### config.mk
export PLATFORM = sky130hd
export DESIGN_NAME = seq_shifter_flat
export DESIGN_NICKNAME = d
export VERILOG_FILES = /design/src/rtl/seq_shifter_pkg.sv /design/src/rtl/seq_shifter_if.sv /design/src/rtl/seq_shifter_step.sv /design/src/rtl/seq_shifter.sv /design/src/flat_wrapper.sv
export SDC_FILE = /design/constraint.sdc
export NUM_CORES = 1
export LEC_CHECK = 0
export CAP_MARGIN = 20
export CORE_ASPECT_RATIO = 0.75
export CORE_MARGIN = 4
export CORE_UTILIZATION = 51
export CTS_CLUSTER_SIZE = 10
export DETAILED_ROUTE_END_ITERATION = 8
export GPL_TIMING_DRIVEN = 0
export PLACE_DENSITY = 0.8
export SYNTH_ARGS = -nofsm -noshare
export SYNTH_HDL_FRONTEND = slang
export SYNTH_HIERARCHICAL = 1
export SYNTH_SLANG_ARGS = --single-unit
### constraint.sdc
create_clock -name clk -period 2.3 [get_ports clk]
set_input_delay 0.46 -clock clk [delete_from_list [all_inputs] [get_ports clk]]
set_output_delay 0.46 -clock clk [all_outputs]
set_load 0.02 [all_outputs]
### src/rtl/seq_shifter_pkg.sv
// Shared definitions for seq_shifter: mode encodings, FSM state type and a
// small decode helper used by both the top and the testbench.
package shifter_pkg;

  localparam logic [2:0] SH_PASS = 3'b000;
  localparam logic [2:0] SH_ASR  = 3'b001;
  localparam logic [2:0] SH_LSR  = 3'b010;
  localparam logic [2:0] SH_LSL  = 3'b011;
  localparam logic [2:0] SH_ROR  = 3'b100;
  localparam logic [2:0] SH_ROL  = 3'b101;
  localparam logic [2:0] SH_SWAP = 3'b110;

  typedef enum logic [1:0] {
    IDLE = 2'd0,
    RUN  = 2'd1,
    DONE = 2'd2
  } sh_state_t;

  // Modes whose step count comes from amt (everything except pass and swap).
  function automatic logic is_shift_mode(input logic [2:0] sel);
    return (sel >= SH_ASR) && (sel <= SH_ROL);
  endfunction

endpackage

### src/rtl/seq_shifter_if.sv
// Request/result bundle between a requester (master) and seq_shifter (slave).
interface seq_shifter_if #(
  parameter int BW = 16
);
  localparam int SHW = $clog2(BW);

  logic           start;
  logic [BW-1:0]  din;
  logic [2:0]     sel;
  logic [SHW-1:0] amt;
  logic           inR;
  logic           inL;
  logic           busy;
  logic           done;
  logic [BW-1:0]  dout;
  logic           cout;
  logic           zero;

  modport master (
    output start, din, sel, amt, inR, inL,
    input  busy, done, dout, cout, zero
  );

  modport slave (
    input  start, din, sel, amt, inR, inL,
    output busy, done, dout, cout, zero
  );

endinterface

### src/rtl/seq_shifter_step.sv
// Combinational single-position shift/rotate step; the iterative datapath
// applies it once per clock, the barrel build chains copies of it.
module shift_step
  import shifter_pkg::*;
#(
  parameter int BW = 16
) (
  input  logic [BW-1:0] din,
  input  logic [2:0]    sel,
  input  logic          inR,
  input  logic          inL,
  output logic [BW-1:0] dout,
  output logic          cout
);

  logic [BW-1:0] swapped;

  for (genvar gi = 0; gi < BW / 8; gi++) begin : g_swap
    assign swapped[gi*8 +: 8] = {din[gi*8 +: 4], din[gi*8+4 +: 4]};
  end

  always_comb begin
    dout = din;
    cout = 1'b0;
    case (sel)
      SH_ASR: begin
        dout = {din[BW-1], din[BW-1:1]};
        cout = din[0];
      end
      SH_LSR: begin
        dout = {inR, din[BW-1:1]};
        cout = din[0];
      end
      SH_LSL: begin
        dout = {din[BW-2:0], inL};
        cout = din[BW-1];
      end
      SH_ROR: begin
        dout = {din[0], din[BW-1:1]};
        cout = din[0];
      end
      SH_ROL: begin
        dout = {din[BW-2:0], din[BW-1]};
        cout = din[BW-1];
      end
      SH_SWAP: dout = swapped;
      default: dout = din;
    endcase
  end

endmodule

### src/rtl/seq_shifter.sv
// Multi-cycle shift/rotate unit: one bit position per clock behind start/done.
// Define SEQ_SHIFTER_BARREL_EN to resolve the whole shift in the load cycle.
module seq_shifter
  import shifter_pkg::*;
#(
  parameter int BW = 16
) (
  input logic          clk,
  input logic          rst_n,
  seq_shifter_if.slave bus
);

  localparam int SHW = $clog2(BW);

  sh_state_t      state_reg;
  logic [BW-1:0]  dout_reg;
  logic [2:0]     sel_reg;
  logic           inr_reg;
  logic           inl_reg;
  logic           cout_reg;
  logic           zero_reg;
  logic           busy_reg;
  logic           done_reg;
  logic [SHW-1:0] cnt_reg;

  logic [SHW-1:0] load_cnt;
  logic [BW-1:0]  load_dout;
  logic           load_cout;
  logic           go_run;
  logic [BW-1:0]  step_dout;
  logic           step_cout;

  // Swap is a single step; pass needs none.
  always_comb begin
    load_cnt = '0;
    if (is_shift_mode(bus.sel)) begin
      load_cnt = bus.amt;
    end else if (bus.sel == SH_SWAP) begin
      load_cnt = SHW'(1);
    end
  end

  shift_step #(.BW(BW)) u_step (
    .din  (dout_reg),
    .sel  (sel_reg),
    .inR  (inr_reg),
    .inL  (inl_reg),
    .dout (step_dout),
    .cout (step_cout)
  );

`ifdef SEQ_SHIFTER_BARREL_EN
  // Unrolled step chain: stage gi is active only while gi < load_cnt, so the
  // result and last bit out match the iterative build exactly.
  logic [BW-1:0][BW-1:0] chain_d;
  logic [BW-1:0]         chain_c;

  assign chain_d[0] = bus.din;
  assign chain_c[0] = 1'b0;

  for (genvar gi = 0; gi < BW - 1; gi++) begin : g_chain
    logic [BW-1:0] st_dout;
    logic          st_cout;

    shift_step #(.BW(BW)) u_stage (
      .din  (chain_d[gi]),
      .sel  (bus.sel),
      .inR  (bus.inR),
      .inL  (bus.inL),
      .dout (st_dout),
      .cout (st_cout)
    );

    assign chain_d[gi+1] = (SHW'(gi) < load_cnt) ? st_dout : chain_d[gi];
    assign chain_c[gi+1] = (SHW'(gi) < load_cnt) ? st_cout : chain_c[gi];
  end

  assign load_dout = chain_d[BW-1];
  assign load_cout = chain_c[BW-1];
  assign go_run    = 1'b0;
`else
  assign load_dout = bus.din;
  assign load_cout = 1'b0;
  assign go_run    = (load_cnt != '0);
`endif

  always_ff @(posedge clk or negedge rst_n) begin
    if (!rst_n) begin
      state_reg <= IDLE;
      dout_reg  <= '0;
      sel_reg   <= SH_PASS;
      inr_reg   <= 1'b0;
      inl_reg   <= 1'b0;
      cout_reg  <= 1'b0;
      zero_reg  <= 1'b0;
      busy_reg  <= 1'b0;
      done_reg  <= 1'b0;
      cnt_reg   <= '0;
    end else begin
      done_reg <= 1'b0;
      case (state_reg)
        RUN: begin
          dout_reg <= step_dout;
          cout_reg <= step_cout;
          cnt_reg  <= cnt_reg - SHW'(1);
          if (cnt_reg == SHW'(1)) begin
            state_reg <= DONE;
            busy_reg  <= 1'b0;
            done_reg  <= 1'b1;
            zero_reg  <= (step_dout == '0);
          end
        end
        default: begin
          // IDLE and DONE both accept a new request, giving back-to-back issue.
          if (bus.start) begin
            sel_reg  <= bus.sel;
            inr_reg  <= bus.inR;
            inl_reg  <= bus.inL;
            dout_reg <= load_dout;
            cout_reg <= load_cout;
            if (go_run) begin
              state_reg <= RUN;
              busy_reg  <= 1'b1;
              cnt_reg   <= load_cnt;
            end else begin
              state_reg <= DONE;
              done_reg  <= 1'b1;
              zero_reg  <= (load_dout == '0);
              cnt_reg   <= '0;
            end
          end else begin
            state_reg <= IDLE;
          end
        end
      endcase
    end
  end

  assign bus.busy = busy_reg;
  assign bus.done = done_reg;
  assign bus.dout = dout_reg;
  assign bus.cout = cout_reg;
  assign bus.zero = zero_reg;

endmodule

### src/flat_wrapper.sv
// flat-port wrapper written by rule: the top's interface ports become plain ports
module seq_shifter_flat import shifter_pkg::*;
#(
  parameter int BW = 16
)
  (clk, rst_n, bus_start, bus_din, bus_sel, bus_amt, bus_inR, bus_inL, bus_busy, bus_done, bus_dout, bus_cout, bus_zero);
  seq_shifter_if #(.BW(BW)) bus_i ();
  input logic clk;
  input logic rst_n;
  input wire logic [$bits(bus_i.start)-1:0] bus_start;
  input wire logic [$bits(bus_i.din)-1:0] bus_din;
  input wire logic [$bits(bus_i.sel)-1:0] bus_sel;
  input wire logic [$bits(bus_i.amt)-1:0] bus_amt;
  input wire logic [$bits(bus_i.inR)-1:0] bus_inR;
  input wire logic [$bits(bus_i.inL)-1:0] bus_inL;
  output wire logic [$bits(bus_i.busy)-1:0] bus_busy;
  output wire logic [$bits(bus_i.done)-1:0] bus_done;
  output wire logic [$bits(bus_i.dout)-1:0] bus_dout;
  output wire logic [$bits(bus_i.cout)-1:0] bus_cout;
  output wire logic [$bits(bus_i.zero)-1:0] bus_zero;
  assign bus_i.start = bus_start;
  assign bus_i.din = bus_din;
  assign bus_i.sel = bus_sel;
  assign bus_i.amt = bus_amt;
  assign bus_i.inR = bus_inR;
  assign bus_i.inL = bus_inL;
  assign bus_busy = bus_i.busy;
  assign bus_done = bus_i.done;
  assign bus_dout = bus_i.dout;
  assign bus_cout = bus_i.cout;
  assign bus_zero = bus_i.zero;
  seq_shifter #(.BW(BW)) u_core (.clk(clk), .rst_n(rst_n), .bus(bus_i));
endmodule
### After elaboration in Yosys (flattened, before gate mapping)

Index checks and enable logic that the tools add are counted.

| word-level totals | value |
|---|---|
| register bits | 31 |
| output and inout bits | 20 |
| word-level logic and storage cells | 63 |

| cells by class | value |
|---|---|
| add/subtract/negate cells | 1 |
| $lt $le $gt $ge | 2 |
| eq/ne operators | 11 |
| multiplexer cells | 27 |
| bitwise gates (word level) | 1 |
| reductions and logical operators | 11 |

Operators by type and width:

| operator | count |
|---|---|
| case mux 16 bit (6 select lines) | 1 |
| zero test 16 bit | 2 |
| two-way mux 16 bit | 2 |
| two-way mux 4 bit | 4 |
| two-way mux 1 bit | 15 |
| == test 3 bit, second input constant | 4 |
| two-way mux 2 bit | 4 |
| == test 3 x 2 -> 1 bit, second input constant | 2 |
| AND reduction 3 bit | 2 |
| == test 4 x 1 -> 1 bit, second input constant | 1 |
| nonzero test 2 bit | 2 |
| nonzero test 4 bit | 1 |
| subtractor 4 x 1 -> 4 bit, second input constant | 1 |
| == test 3 x 1 -> 1 bit, second input constant | 1 |
| >= comparator 3 x 1 -> 1 bit, second input constant | 1 |
| <= comparator 3 bit, second input constant | 1 |
| OR reduction 3 bit | 1 |
| == test 2 x 1 -> 1 bit, second input constant | 1 |
| != test 2 x 1 -> 1 bit, second input constant | 1 |
| != test 2 bit, second input constant | 1 |
| case mux 1 bit (2 select lines) | 1 |
| AND reduction 2 bit | 1 |
| OR reduction 2 bit | 1 |
| logical AND 1 bit | 1 |
| NOT 1 bit | 1 |

### Logic depth before layout (Yosys ltp)

Gate-level depths: netlist (run 1).

| logic depth | value |
|---|---|
| word-level depth | 7 |
| mapped depth | 10 |

### Hierarchy

The synthesis (run 1) kept the hierarchy.

By module, submodules not included:

| module | times used | cells an instance | area an instance (um^2) |
|---|---|---|---|
| seq_shifter | 1 | 151 | 1545.2 |
| shift_step | 1 | 80 | 670.6 |

### Worst setup path before layout (run 1)

Ideal clock, no wire load.

| path | value |
|---|---|
| kind | register to register |
| from | register u_core.sel_reg[0] |
| to | register u_core.zero_reg, in the netlist u_core/bus.zero |
| library setup time | 0.082 ns |
| arrival time | 1.907 ns |
| slack | 0.311 ns |
| cell stages (with the launch flop) | 10 |
| clock period less this slack | 1.989 ns |
| cells stage by stage | dfrtp_1 buf_4 or3b_1 buf_2 buf_6 o221a_2 nor4_1 and3_1 nand3_1 a31oi_1 |

| on the way | value |
|---|---|
| word-level cells in the longest chain between the ends | 5 |

RTL lines:

| item | line | text |
|---|---|---|
| from (decl) | seq_shifter.sv:17 | `logic [2:0] sel_reg;` |
| from (signal assigned) | seq_shifter.sv:116 | `sel_reg <= bus.sel;` |
| == test 3 bit (tied with other cells) | seq_shifter_step.sv:25 | `case (sel)` |
| case mux 16 bit (6 select lines) (*) | seq_shifter_step.sv:25 |  |
| named net u_core.step_dout[11] | seq_shifter.sv:30 | `logic [BW-1:0] step_dout;` |
| zero test 16 bit (*) | seq_shifter.sv:110 | `zero_reg <= (step_dout == '0);` |
| two-way mux 1 bit (*) | seq_shifter.sv:106 | `if (cnt_reg == SHW'(1)) begin` |
| two-way mux 1 bit (*) | seq_shifter.sv:101 | `case (state_reg)` |
| to (signal assigned) | seq_shifter.sv:110 |  |
| to (signal assigned) | seq_shifter.sv:128 | `zero_reg <= (load_dout == '0);` |
| to (decl) | seq_shifter.sv:21 | `logic zero_reg;` |

Mark *: on every way through the listed nets, which the timed path passes. The rest lies on a longest branch. The select of a mux whose other input is x is not followed.
A chain may end at the register's enable or synchronous reset.

### Worst setup path after layout (run 1)

| path | value |
|---|---|
| from | register u_core.sel_reg[2] |
| to | register u_core.zero_reg, in the netlist u_core/bus.zero |

Same word-level chain as after synthesis.

==> metrics.txt, run 1 <==
status finished, final reports clean; Port Buffer Count 47; Root Buffer clkbuf_8; area taken by multi-input logic gates 1386 µm²; post-route minimum period 2.263 ns; Avg WL per Cell 19.17 µm; Critical Path AT 2.47 ns; Seq/Total Area, Yosys 0.3501; DRT antenna net count 0; Reg power frac 0.240; Internal 2.831 mW; clock slew at reported path FFs 0.07 ns; Synth top area share 0.3501; FF+latch count, synth 31; clock skew 0.007117 ns; Core Footprint 4129 µm²; Via Count 2,223; design area 2980 µm²; Die W 84.11 µm; actual slew at the worst max-slew pin 0.7043 ns; switch share 0.4599; Die H 65.09 µm; Num CTS Buffers 5; Initial DRC Count 182; critical path class flip-flop to flip-flop; clock tree buffer depth 2; latest clock arrival within the worst-skew pair 0.28 ns; Cell Area, Synth 2216 µm²; DP HPWL 4722 µm; H-tree depth 2; Worst setup EP type flip-flop; gr ovfl total 0; share of synthesized registers carrying an async set or reset 1.000; initial antenna violation count 0; HP Class input pin to async pin; Final Cycle Share 0.9837; io pins 48; largest net degree at the start of global routing 32; final core occ 0.7218; maxcap violations 0; DRT Wirelength 6615 µm; sw power 2.411 mW; placed cell areas 2750 µm²; Yosys cell types 43; Placement Rows 20; number of synthesized flops with an enable pin 0; CP required 2.50 ns; Power Density 1759 nW/µm²; Tot GR Track Use 0.2394; Fill cells 315; wire length of the first global-routing pass 10,360 µm; Mean Syn Cell Area 9.593 µm²; Total Nets Final 319; worst rel slew slack 0.5305; syn nets 261; Max Slew Vio Count 0; Peak VDD IR 0.8844 mV; Max Freq 0.4420 GHz; crit start category flip-flop; # setup viols final 0; synth top area cells dfrtp_1 (35%), mux2i_1 (15%), o221a_2 (6.6%); PnR Total Power 5.242 mW; DRC violations left 0; combinational power share 0.653; final hold violations 0; largest fanout on the critical path 10; layout cells sized above 1 0.1966; max FFs per register 16; Sequential Area 777.0 µm²; number of global-route vias before repair 2,038; synth warn 6; largest area contributor in the netlist dfrtp_1; Area growth syn-to-layout 34.50%; Mapped Cells 231; n_diodes 0; via/cell ratio 6.443; Initial Utilization 0.5367; CTS Hold Buffers Added 0; TritonRoute pass-1 iters 5; clk sinks 31; DIE AREA 5474 µm²; final hold slack 0.2182 ns; static leakage 1.280 nW; RSZ-0062 raised after global routing true; clock share of power 0.107; RePlAce Congestion 0.8950; TritonCTS clock tree built; Post-synth top flop dfrtp_1
## power by group through the flow
stage	sequential (mW)	clock [mW]	combinational (mW)
floorplan	1.31	0	2.01
global placement	1.22	0	3.04
detailed placement	1.23	0	3.08
CTS	1.22	0.573	3.18
global route	1.30	0.602	3.66
finish	1.26	0.562	3.42
## worst paths after layout
path                                    from  cells after the start  slack, ns             endpoint
min in group clk             u_core/bus.busy                      2       0.49      u_core/bus.busy
setup / recovery           u_core/sel_reg[2]                      9       0.04      u_core/bus.zero
hold / removal                         rst_n                      1       0.22  u_core/bus.dout[12]
max in group asynchronous              rst_n                      1       1.57    u_core/sel_reg[1]
hold reg to reg              u_core/bus.busy                      2       0.49      u_core/bus.busy
setup reg to reg           u_core/sel_reg[2]                      9       0.04      u_core/bus.zero
## cell usage after synthesis, types with 2 or more instances
master,instances
mux2i_1,33
dfrtp_1,31
nand2_1,30
o21ai_0,21
a2bb2oi_1,14
o221a_2,13
buf_2,10
nor4_1,8
mux2_2,6
inv_1,5
a21oi_1,4
clkbuf_1,4
nand3_1,4
a221o_1,3
and3_1,3
nand2b_1,3
nor2_1,3
o31ai_1,3
buf_4,2
ha_1,2
nand3b_1,2
nor2b_1,2
nor3_1,2
nor3b_1,2
o221a_1,2
or3_1,2
## through the flow
step | TNS [ns] | setup slack [ns] | instances
6_report | 0 | 0.03746 | 345
3_3_place_gp | -0.1680 | -0.1680 | 333
4_1_cts | 0 | 0.01570 | 341
3_5_place_dp | -0.1247 | -0.1247 | 333
5_1_grt | -0.04311 | -0.04311 | 345
2_1_floorplan | 0 | 0.3107 | 231
## kinds of logic (layout without fill, tap and decap cells)
group,after synthesis,count (layout),share of synthesized area
compound gates,71,71,0.2597
simple gates,64,64,0.1434
mux,39,39,0.1796
flops,31,31,0.3501
buf+inv,23,82,0.05194
fa+ha+maj,2,2,0.01129
xor+xnor,1,1,0.003953
## cell type report
type	instances	area share
Multi-Input combinational cell	177	0.4652
Sequential cell	31	0.2607
Timing Repair Buffer	51	0.1654
Buffer	18	0.03988
Clock buffer	6	0.02771
Tap cell	55	0.02309
Clock inverter	2	0.01175
Inverter	5	0.006297
## repair_timing
item,4_1_cts,5_1_grt
setup endpoints to repair,1,1
pin swaps,0,4
setup buffers,0,3
gates resized for setup,4,15
gates cloned,0,1
## worst max-delay path, cell delays in order, from the launching register on
cell and delay [ns]:
dfrtp_1 0.40, buf_6 0.16, nor3_2 0.19, nor2_2 0.11, buf_4 0.19, o221a_2 0.32, nor4_4 0.33, and3_1 0.22
nand3_2 0.08, a31oi_1 0.17
## layout by cell type, fill, tap and decap left out, types with 3 or more instances in the layout
cell type        netlist  final
buf_4                  2      5
nor4_1                 8      6
mux2i_1               33     33
clkbuf_1               4      4
nand3_1                4      3
nand2b_1               3      3
buf_2                 10      9
clkdlybuf4s50_1        0     46
nand2_1               30     30
o221a_2               13     12
nor2_1                 3      3
buf_6                  1      3
o21ai_0               21     21
inv_1                  5      5
a21oi_1                4      4
and3_1                 3      3
a221o_1                3      3
clkbuf_8               0      6
dfrtp_1               31     30
mux2_2                 6      6
a2bb2oi_1             14     14
o31ai_1                3      3
## routing by layer
layer / vias up / GRT usage / part of all wire
met5: - / 0 / 0
met2: 139 / 0.3396 / 0.44
met3: 7 / 0.05337 / 0.099
met4: 0 / 0.06827 / 0.0092
met1: 1078 / 0.3610 / 0.46
li1: 999 / - / -
Note: power is estimated with default switching activity, not from simulation.
==> inputs of run 2 (changes only) <==
--- a/config.mk
+++ b/config.mk
@@ -9,10 +9,10 @@
 export CORE_ASPECT_RATIO = 0.75
 export CORE_MARGIN = 4
 export CORE_UTILIZATION = 51
-export CTS_CLUSTER_SIZE = 10
 export DETAILED_ROUTE_END_ITERATION = 8
-export GPL_TIMING_DRIVEN = 0
+export GPL_TIMING_DRIVEN = 1
 export PLACE_DENSITY = 0.8
+export SLEW_MARGIN = 30
 export SYNTH_ARGS = -nofsm -noshare
 export SYNTH_HDL_FRONTEND = slang
 export SYNTH_HIERARCHICAL = 1
==> run 2 against run 1 <==
  * Flip-flop and latch count unchanged
  * Clock power about the same
  * Via count decreased by 5.8%
==> metrics.txt, run 2 (same netlist as run 1, synthesis figures left out) <==
sw power 2.198 mW (was 2.411 mW); via/cell ratio 6.288 (was 6.443); DP HPWL 4232 µm (was 4722 µm); actual slew at the worst max-slew pin 0.6489 ns (was 0.7043 ns); io pins 48 (unchanged); switch share 0.4473 (was 0.4599); static leakage 1.239 nW (was 1.280 nW); PnR worst setup slack 0.1148 ns (was 0.03746 ns); Avg WL per Cell 17.77 µm (was 19.17 µm); DIE AREA 5474 µm² (unchanged); area taken by multi-input logic gates 1336 µm² (was 1386 µm²); largest net degree at the start of global routing 32 (unchanged); DRC violations left 0 (unchanged); Sequential Area 775.7 µm² (was 777.0 µm²); R2R Path Start u_core/sel_reg[0] (was u_core/sel_reg[2]); Max Freq 0.4576 GHz (was 0.4420 GHz); Internal 2.716 mW (was 2.831 mW); combinational power share 0.637 (was 0.653); Worst R2R Setup Slack 0.11 ns (was 0.04 ns); crit path to u_core/bus.zero (unchanged); TritonRoute pass-1 iters 5 (unchanged); FF-to-FF path depth 8 (was 9); Die H 65.09 µm (unchanged); Initial DRC Count 258 (was 182); max FFs per register 16 (unchanged); RSZ-0062 raised after global routing false (was true); CTS Hold Buffers Added 0 (unchanged); H-tree depth 2 (unchanged); number of global-route vias before repair 1,945 (was 2,038); TritonCTS clock tree built (unchanged); Port Buffer Count 47 (unchanged); HP Class flip-flop to flip-flop (was input pin to async pin); DRT Wirelength 5918 µm (was 6615 µm); maxcap violations 0 (unchanged); worst r2r dst u_core/bus.zero (unchanged); Worst setup startpoint u_core/sel_reg[0] (was u_core/sel_reg[2]); wire length of the first global-routing pass 9825 µm (was 10,360 µm); Peak VDD IR 0.8271 mV (was 0.8844 mV); Worst setup EP type flip-flop (unchanged); Die W 84.11 µm (unchanged); DRT antenna net count 0 (unchanged); post-placement setup slack 0.04739 ns (was -0.1247 ns); final hold slack 0.4867 ns (was 0.2182 ns); largest fanout on the critical path 27 (was 10); clk sinks 31 (unchanged); clock slew at reported path FFs 0.07 ns (about the same); post_cts resized 0 (was 4); crit start category flip-flop (unchanged); RePlAce Congestion 0.8778 (was 0.8950); Placement Rows 20 (unchanged); post-route minimum period 2.185 ns (was 2.263 ns); # setup viols final 0 (unchanged); Area growth syn-to-layout 29.76% (was 34.50%); Core Footprint 4129 µm² (unchanged); Reg power frac 0.249 (was 0.240); Final Cycle Share 0.9501 (was 0.9837); Initial Utilization 0.5367 (unchanged); Fill cells 340 (was 315); latest clock arrival within the worst-skew pair 0.28 ns (about the same); final hold violations 0 (unchanged); worst rel slew slack 0.5670 (was 0.5305); Critical Path AT 2.33 ns (was 2.47 ns); gr ovfl total 0 (unchanged); clock share of power 0.114 (was 0.107); status finished, final reports clean (unchanged); Setup TNS 0 ns (unchanged); clock skew 0.006507 ns (was 0.007117 ns); Via Count 2,094 (was 2,223); CP required 2.45 ns (was 2.50 ns); clock tree buffer depth 2 (unchanged); critical path class flip-flop to flip-flop (unchanged); hold path startpoint u_core/bus.busy; Total Nets Final 307 (was 319); n_diodes 0 (unchanged); Power Density 1709 nW/µm² (was 1759 nW/µm²); commonest non-fill, non-tap cell in the layout clkdlybuf4s50_1 (unchanged); Root Buffer clkbuf_8 (unchanged); most frequent cells in the layout clkdlybuf4s50_1 (47), mux2i_1 (33), dfrtp_1 (31) (was clkdlybuf4s50_1 (46), mux2i_1 (33), nand2_1 (30), dfrtp_1 (30), o21ai_0 (21)); Num CTS Buffers 5 (unchanged); layout cells sized above 1 0.1583 (was 0.1966); initial antenna violation count 0 (unchanged); number of setup buffers added after CTS 0 (unchanged); Max Slew Vio Count 0 (unchanged); Tot GR Track Use 0.2230 (was 0.2394)
## run 2: worst min-delay path by stage
stage	to	slack, ns	cells past startpoint
after floorplan	u_core/bus.busy	0.16	0
after global placement	u_core/bus.busy	0.48	2
after detailed placement	u_core/bus.busy	0.47	2
after CTS	u_core/bus.busy	0.49	2
after global routing	u_core/bus.busy	0.54	2
final	u_core/bus.busy	0.49	2
## run 2: area by class of cell
type / instances / area share
Clock inverter: 2 / 0.01218
Tap cell: 55 / 0.02393
Sequential cell: 31 / 0.2698
Timing Repair Buffer: 57 / 0.1941
Multi-Input combinational cell: 177 / 0.4648
Clock buffer: 6 / 0.02872
Inverter: 5 / 0.006527
## run 2: power by group through the flow
| stage | Combinational [mW] | Sequential (mW) | Clock (mW) |
|---|---|---|---|
| 6_report | 3.13 | 1.22 | 0.560 |
| 5_1_grt | 3.39 | 1.27 | 0.593 |
| 4_1_cts | 3.07 | 1.21 | 0.561 |
| 3_5_place_dp | 3.04 | 1.22 | 0 |
| 3_3_place_gp | 3.02 | 1.21 | 0 |
| 2_1_floorplan | 2.01 | 1.31 | 0 |
## run 2: critical path, stage by stage, from the launching register on
cell	delay [ns]
dfrtp_1	0.40
buf_12	0.18
and3_1	0.20
nor2_2	0.52
o221a_1	0.34
nor4_2	0.07
and3_1	0.16
nand3_1	0.09
a31oi_1	0.09
## run 2: through the flow
step                      utilization  instances  total power, mW  cell area, µm²
final                          0.6964        333            4.915            2875
after CTS                      0.6942        333            4.840            2867
after floorplan                     -        231            3.321            2216
after detailed placement       0.6658        325            4.262            2749
after global routing           0.6964        333            5.257            2875
after global placement         0.6658        325            4.234            2749
## run 2: per-layer routing
metal	vias to the layer above	global-route usage	part of all wire
met5	-	0	0
met4	0	0.06225	0.0096
met3	11	0.05083	0.086
met2	106	0.3278	0.43
met1	994	0.3270	0.47
li1	983	-	-
==> inputs of run 3 (changes only) <==
--- a/config.mk
+++ b/config.mk
@@ -11,7 +11,7 @@
 export CORE_UTILIZATION = 51
 export DETAILED_ROUTE_END_ITERATION = 8
 export GPL_TIMING_DRIVEN = 1
-export PLACE_DENSITY = 0.8
+export PLACE_DENSITY_LB_ADDON = 0.1
 export SLEW_MARGIN = 30
 export SYNTH_ARGS = -nofsm -noshare
 export SYNTH_HDL_FRONTEND = slang
==> run 3 against run 2 <==
  * Clock skew is 0.0038 ns lower
  * First-iteration DRC count is 23% lower
  * Non-clock buffer count is 6 higher
  * Power is 2.8% lower
  * Sequential share of layout area is 0.12 points higher
  * Sequential power hardly changed
  * Register-to-register slack worse by 0.03 ns
  * Critical path type unchanged
  * Highest routed layer unchanged
==> metrics.txt, run 3 (same netlist as run 1, synthesis figures left out) <==
status finished, final reports clean (unchanged); Root Buffer clkbuf_8 (unchanged); layout cells sized above 1 0.1620 (was 0.1583); initial antenna violation count 0 (unchanged); DRC violations left 0 (unchanged); CP required 2.50 ns (was 2.45 ns); Die W 84.11 µm (unchanged); clk sinks 31 (unchanged); actual slew at the worst max-slew pin 0.4267 ns (was 0.6489 ns); commonest non-fill, non-tap cell in the layout clkdlybuf4s50_1 (unchanged); post-route minimum period 2.219 ns (was 2.185 ns); Num CTS Buffers 5 (unchanged); Via Count 2,106 (was 2,094); Critical Path AT 2.42 ns (was 2.33 ns); gr ovfl total 0 (unchanged); worst rel slew slack 0.7148 (was 0.5670); clock tree buffer depth 2 (unchanged); number of setup buffers added after CTS 0 (unchanged); Port Buffer Count 47 (unchanged); number of global-route vias before repair 1,938 (was 1,945); largest fanout on the critical path 15 (was 27); Initial Utilization 0.5367 (unchanged); # setup viols final 0 (unchanged); via/cell ratio 6.212 (was 6.288); most frequent cells in the layout clkdlybuf4s50_1 (47), mux2i_1 (33), dfrtp_1 (31) (unchanged); Placement Rows 20 (unchanged); RSZ-0062 raised after global routing false (unchanged); Area growth syn-to-layout 29.19% (was 29.76%); Initial DRC Count 199 (was 258); n_diodes 0 (unchanged); wire length of the first global-routing pass 9956 µm (was 9825 µm); Core Footprint 4129 µm² (unchanged); Worst setup EP type flip-flop (unchanged); static leakage 1.242 nW (was 1.239 nW); PnR Total Power 4.779 mW (was 4.915 mW); Setup TNS 0 ns (unchanged); crit start category flip-flop (unchanged); final hold violations 0 (unchanged); max FFs per register 16 (unchanged); Power Density 1669 nW/µm² (was 1709 nW/µm²); post-placement setup slack 0.1222 ns (was 0.04739 ns); DIE AREA 5474 µm² (unchanged); DRT Wirelength 6083 µm (was 5918 µm); clock skew 0.002661 ns (was 0.006507 ns); largest net degree at the start of global routing 41 (was 32); HP Class flip-flop to flip-flop (unchanged); DP HPWL 4399 µm (was 4232 µm); Final Cycle Share 0.9646 (was 0.9501); PnR worst setup slack 0.08144 ns (was 0.1148 ns); latest clock arrival within the worst-skew pair 0.28 ns (about the same); H-tree depth 2 (unchanged); Tot GR Track Use 0.2317 (was 0.2230); post_cts resized 0 (unchanged); Avg WL per Cell 17.94 µm (was 17.77 µm); DRT antenna net count 0 (unchanged); Peak VDD IR 0.9930 mV (was 0.8271 mV); maxcap violations 0 (unchanged); io pins 48 (unchanged); Total Nets Final 313 (was 307); TritonCTS clock tree built (unchanged); critical path class flip-flop to flip-flop (unchanged); Die H 65.09 µm (unchanged); Fill cells 351 (was 340); Max Freq 0.4507 GHz (was 0.4576 GHz); RePlAce Congestion 0.8353 (was 0.8778); TritonRoute pass-1 iters 5 (unchanged); clock slew at reported path FFs 0.06 ns (was 0.07 ns); CTS Hold Buffers Added 0 (unchanged); Max Slew Vio Count 0 (unchanged)
## run 3: cell count changes in the layout (fill, tap and decap cells not counted), sizes merged
cell,change
buf,+6
bufinv,-1
clkbuf,+1
## run 3: worst paths after layout
kind	from	end	slack, ns	depth (start not counted)
max in group asynchronous	rst_n	u_core/cnt_reg[3]	1.43	2
worst max-delay path	u_core/sel_reg[1]	u_core/bus.zero	0.08	9
worst min register to register	u_core/bus.busy	u_core/bus.busy	0.50	2
worst max register to register	u_core/sel_reg[1]	u_core/bus.zero	0.08	9
worst min-delay path	u_core/bus.busy	u_core/bus.busy	0.50	2
min in group asynchronous	rst_n	u_core/bus.dout[14]	0.57	2
## run 3: final cells by class
class	count	area, µm²	share of cell area
Clock inverter	1	5.005	0.001748
Inverter	5	18.77	0.006556
Tap cell	55	68.82	0.02404
Sequential cell	31	775.7	0.2710
Clock buffer	7	76.32	0.02666
Multi-Input combinational cell	177	1328	0.4637
Timing Repair Buffer	63	590.6	0.2063
## run 3: layer usage
metal	part of all wire	up-vias	track usage
met5	0	-	0
li1	-	995	-
met1	0.48	996	0.3426
met2	0.42	106	0.3278
met4	0.016	0	0.08835
met3	0.079	9	0.04956
## run 3: power breakdown
part	internal, mW	leakage (nW)	switching [mW]
registers	0.827	0.373	0.417
clock network	0.212	0.0422	0.201
logic	1.56	0.827	1.56
## run 3: per-stage QoR
step / area (µm²) / instances / hold WS (ns) / util
2_1_floorplan: 2216 / 231 / 0.1644 / -
3_3_place_gp: 2781 / 331 / 0.4744 / 0.6736
3_5_place_dp: 2781 / 331 / 0.4860 / 0.6736
4_1_cts: 2863 / 339 / 0.5011 / 0.6933
5_1_grt: 2863 / 339 / 0.5453 / 0.6933
6_report: 2863 / 339 / 0.4961 / 0.6933
## run 3: worst max-delay path: stages, from the launching register on
cell	delay, ns
dfrtp_1	0.40
buf_4	0.17
nor3_1	0.21
nor2_2	0.05
buf_4	0.19
o221a_2	0.31
nor4_1	0.31
and3_1	0.21
nand3_1	0.08
a31oi_1	0.20
